<file path="src/rtl/jk_excitation_driver.sv">
// rtl/jk_excitation_driver.sv - J/K excitation driver with Q feedback check; JK_DRIVER_STICKY_ERR_EN adds a halting sticky error
module jk_excitation_driver #(
  parameter int CNT_W          = 8,
  parameter bit DONT_CARE_FILL = 1'b0
) (
  input  logic             clockPulse,
  input  logic             resetN,
  input  logic             target,
  input  logic             targetValid,
  output logic             targetReady,
  output logic             J,
  output logic             K,
  input  logic             Q,
  output logic             mismatch,
  output logic [CNT_W-1:0] errorCount,
  output logic             busy,
  output logic             errorSticky
);

  typedef enum logic [1:0] {IDLE, DRIVE, CHECK} state_t;

  state_t state;
  logic   expected;

`ifdef JK_DRIVER_STICKY_ERR_EN
  logic sticky_q;
  assign errorSticky = sticky_q;
  // A latched failure halts acceptance until the next reset.
  assign targetReady = (state == IDLE) && !sticky_q;
`else
  assign errorSticky = 1'b0;
  assign targetReady = (state == IDLE);
`endif

  assign busy = (state != IDLE);

  always_ff @(posedge clockPulse or negedge resetN) begin
    if (!resetN) begin
      state      <= IDLE;
      expected   <= 1'b0;
      J          <= 1'b0;
      K          <= 1'b0;
      mismatch   <= 1'b0;
      errorCount <= '0;
`ifdef JK_DRIVER_STICKY_ERR_EN
      sticky_q   <= 1'b0;
`endif
    end else begin
      mismatch <= 1'b0;
      case (state)
        IDLE: begin
          J <= 1'b0;
          K <= 1'b0;
          if (targetValid && targetReady) begin
            expected <= target;
            // Excitation table: only the input that matters is driven, the other gets the fill value.
            if (Q) begin
              J <= DONT_CARE_FILL;
              K <= !target;
            end else begin
              J <= target;
              K <= DONT_CARE_FILL;
            end
            state <= DRIVE;
          end
        end
        DRIVE: begin
          J     <= 1'b0;
          K     <= 1'b0;
          state <= CHECK;
        end
        CHECK: begin
          J <= 1'b0;
          K <= 1'b0;
          if (Q != expected) begin
            mismatch <= 1'b1;
            if (errorCount != {CNT_W{1'b1}})
              errorCount <= errorCount + CNT_W'(1);
`ifdef JK_DRIVER_STICKY_ERR_EN
            sticky_q <= 1'b1;
`endif
          end
          state <= IDLE;
        end
        default: begin
          J     <= 1'b0;
          K     <= 1'b0;
          state <= IDLE;
        end
      endcase
    end
  end

endmodule

</file>
<file path="config.mk">
export PLATFORM = sky130hd
export DESIGN_NAME = jk_excitation_driver
export DESIGN_NICKNAME = d
export VERILOG_FILES = /design/src/rtl/jk_excitation_driver.sv
export SDC_FILE = /design/constraint.sdc
export NUM_CORES = 1
export LEC_CHECK = 0
export ABC_CLOCK_PERIOD_IN_PS = 1600
export CELL_PAD_IN_SITES_DETAIL_PLACEMENT = 0
export CELL_PAD_IN_SITES_GLOBAL_PLACEMENT = 1
export CORE_MARGIN = 10
export CORE_UTILIZATION = 36
export CTS_BUF_LIST = sky130_fd_sc_hd__clkbuf_4
export CTS_CLUSTER_DIAMETER = 60
export CTS_CLUSTER_SIZE = 12
export DETAILED_ROUTE_END_ITERATION = 8
export PLACE_DENSITY_LB_ADDON = 0.1
export SYNTH_ARGS = -nofsm -noshare
export SYNTH_HDL_FRONTEND = slang
export SYNTH_SLANG_ARGS = --single-unit
</file>
<file path="constraint.sdc">
create_clock -name clockPulse -period 1.6 [get_ports clockPulse]
set_input_delay 0.24 -clock clockPulse [delete_from_list [all_inputs] [get_ports clockPulse]]
set_output_delay 0.24 -clock clockPulse [all_outputs]
set_load 0.01 [all_outputs]
</file>
==> impl_metrics.json <==
{
  "outcome": "completed",
  "setup_viol": 0,
  "cp.arrival_ps": 1280,
  "core_area_um2": 1690,
  "cts_hold_buf": 0,
  "clock_path_buffers": 2,
  "final_nets": 87,
  "layout_setup_ws_ps": 79.5,
  "min_period_ps": 1520,
  "rows": 15,
  "clk_pin_slew_worst_paths_ps": 80,
  "internal_power_mw": 0.692,
  "syn_avg_cell_area_um2": 11.2,
  "worstPathRequired_ps": 1360,
  "grt_max_degree": 15,
  "min_period_over_period": 0.950,
  "grt_antenna_before_repair": 0,
  "power_switching_mw": 0.321,
  "grt.total_usage": 0.0748,
  "cts_sinks": 14,
  "vias": 480,
  "io_pins": 19,
  "p_sw_frac": 0.317,
  "drt_iter0_drc": 6,
  "start_kind": "register",
  "yosysWarnings": 0,
  "yosysSeqAreaShare": 0.560,
  "grt_pass1_wl_um": 2050,
  "cts_setup_buffers": 0,
  "initial_core_util": 0.370,
  "cap_violations": 0,
  "ir_drop_mv": 0.619,
  "power_frac_comb": 0.310,
  "critPathCaptureType": "output port",
  "crit-reg2reg-launch": "errorCount[0]$_DFFE_PN0P_",
  "yosys.area.top_type": "dfrtp_1",
  "syn_area_um2": 626,
  "gp_congestion": 0.746,
  "port_buffers": 17,
  "path_cells": "clkdlybuf4s50_1",
  "cts_root_buffer": "clkbuf_4",
  "post-route-util": 0.514,
  "cp_slowest_cell": "clkdlybuf4s50_1",
  "dp.cells": 93,
  "final_antenna_net_count": 0,
  "cts_tree": "built",
  "ys_types": 20,
  "worst_hold_path_type": "input pin to async pin",
  "viasPerCell": 4.95,
  "critPathKind": "register to output port",
  "crit_fanout": 6,
  "syn_nets": 62,
  "crit_family": "buffers and inverters",
  "drtPass1Iterations": 4,
  "clk_latency_ps": 270,
  "dpl_worst_slack_ps": -172,
  "mostFrequentLayoutCell": "clkdlybuf4s50_1",
  "power_mw": 1.01,
  "power_per_cell_area_nw_per_um2": 1170,
  "netlist_instances": 56,
  "die_h_um": 61.7,
  "remaining_drc_errors": 0,
  "grt_pass1_vias": 464,
  "grt_overflow": 0,
  "slowest_delay_ps": 570,
  "synthToLayoutAreaGrowth_pct": 38.8,
  "final_cells": 97,
  "holdWs_ps": 267,
  "routed_wl_um": 1260,
  "ys_ff_latch": 14,
  "drive_gt1_frac": 0.200,
  "p_leak_nw": 0.407,
  "crit_path_start": "errorCount[7]$_DFFE_PN0P_",
  "cts.htree.levels": 1,
  "rsz0062_at_grt": "no",
  "slew_viol_final": 0,
  "synth_top_area_frac": 0.560,
  "mostFrequentLayoutCells": "15 x clkdlybuf4s50_1, 12 x dfrtp_1, 5 x nand3_1",
  "n_antenna_cell": 0,
  "p_seq_frac": 0.494,
  "fmaxAchievable_mhz": 658,
  "die_w_um": 61.7,
  "numCtsBuffers": 3,
  "wire_per_inst_um": 13.0,
  "skew_ps": 1.78,
  "dieArea_um2": 3810,
  "dp_hpwl_um": 1000,
  "clockPowerShare": 0.196,
  "synthTopCellsByArea": "dfrtp_1 56%, mux2_2 7.2%, xor2_1 5.6%",
  "critPathBufInv": 1,
  "finalHoldViolCount": 0
}
[kinds of logic after synthesis]
family | after synthesis | synth area share
other | 1 | 0.00599
muxes | 4 | 0.0720
AOI/OAI and AO/OA | 2 | 0.0160
and+or+nand+nor | 25 | 0.226
buffers and inverters | 4 | 0.0300
xor gates and xnor gates | 5 | 0.0700
adders and majority gates | 1 | 0.0200
DFF | 14 | 0.560
[synthesized netlist by cell type]
cell type  instances
nand3_1            5
nor3_1             2
nand2b_1           1
conb_1             1
xnor2_1            1
xor2_1             4
nand4_1            1
nor3b_1            2
nand2_1            4
ha_1               1
nor2b_1            1
mux2_2             4
dfrtp_1           14
inv_1              3
a21oi_1            2
nor4_2             1
and3_1             3
nor2_1             4
buf_4              1
nand3b_2           1
[registers in the layout (all words and copies together), names as in the netlist]
register and flops:
J 1, state 2, mismatch 1, expected 1, K 1, errorCount 8
[path summary, 6_finish.rpt]
check                                       endpoint  slack [ps]  depth (start not counted)
max                                    errorCount[7]          80                          1
min in group clockPulse         state[1]$_DFFE_PN0P_         510                          1
min reg2reg                     state[1]$_DFFE_PN0P_         510                          1
min                        errorCount[5]$_DFFE_PN0P_         270                          2
max reg2reg                errorCount[1]$_DFFE_PN0P_         110                          5
max in group asynchronous  errorCount[3]$_DFFE_PN0P_        1160                          2
[routing by layer]
layer	up-vias	track usage	wire, um
li1	238	-	-
met1	227	0.0862	547
met2	11	0.104	568
met3	4	0.0412	121
met4	0	0.0478	21
met5	-	0	0
[cell type report]
class	instances	area (um^2)
multi-input combinational	38	259
fill	170	821
clock buffer	3	22.5
sequential	14	353
inverter	3	11.3
clock inverter	1	3.75
timing repair buffer	21	198
tap	17	21.3
[what timing repair did]
item,CTS,global route
gates resized for setup,3,2
gates cloned,0,0
hold endpoints to repair,0,0
endpoints found under the setup margin,2,2
[power by group through the flow]
stage          clock network [mW]  registers, mW  logic, mW
2_1_floorplan                   0          0.515      0.126
3_3_place_gp                    0          0.503      0.325
3_5_place_dp                    0          0.504      0.325
4_1_cts                     0.211          0.499      0.321
5_1_grt                     0.233          0.519      0.350
6_report                    0.199          0.500      0.314
[metrics by stage]
stage               area [um^2]  TNS [ps]
floorplan                   626         0
CTS                         866         0
global route                868         0
finish                      868         0
detailed placement          840      -727
global placement            840      -614
Power figures use the tool's default switching activity.
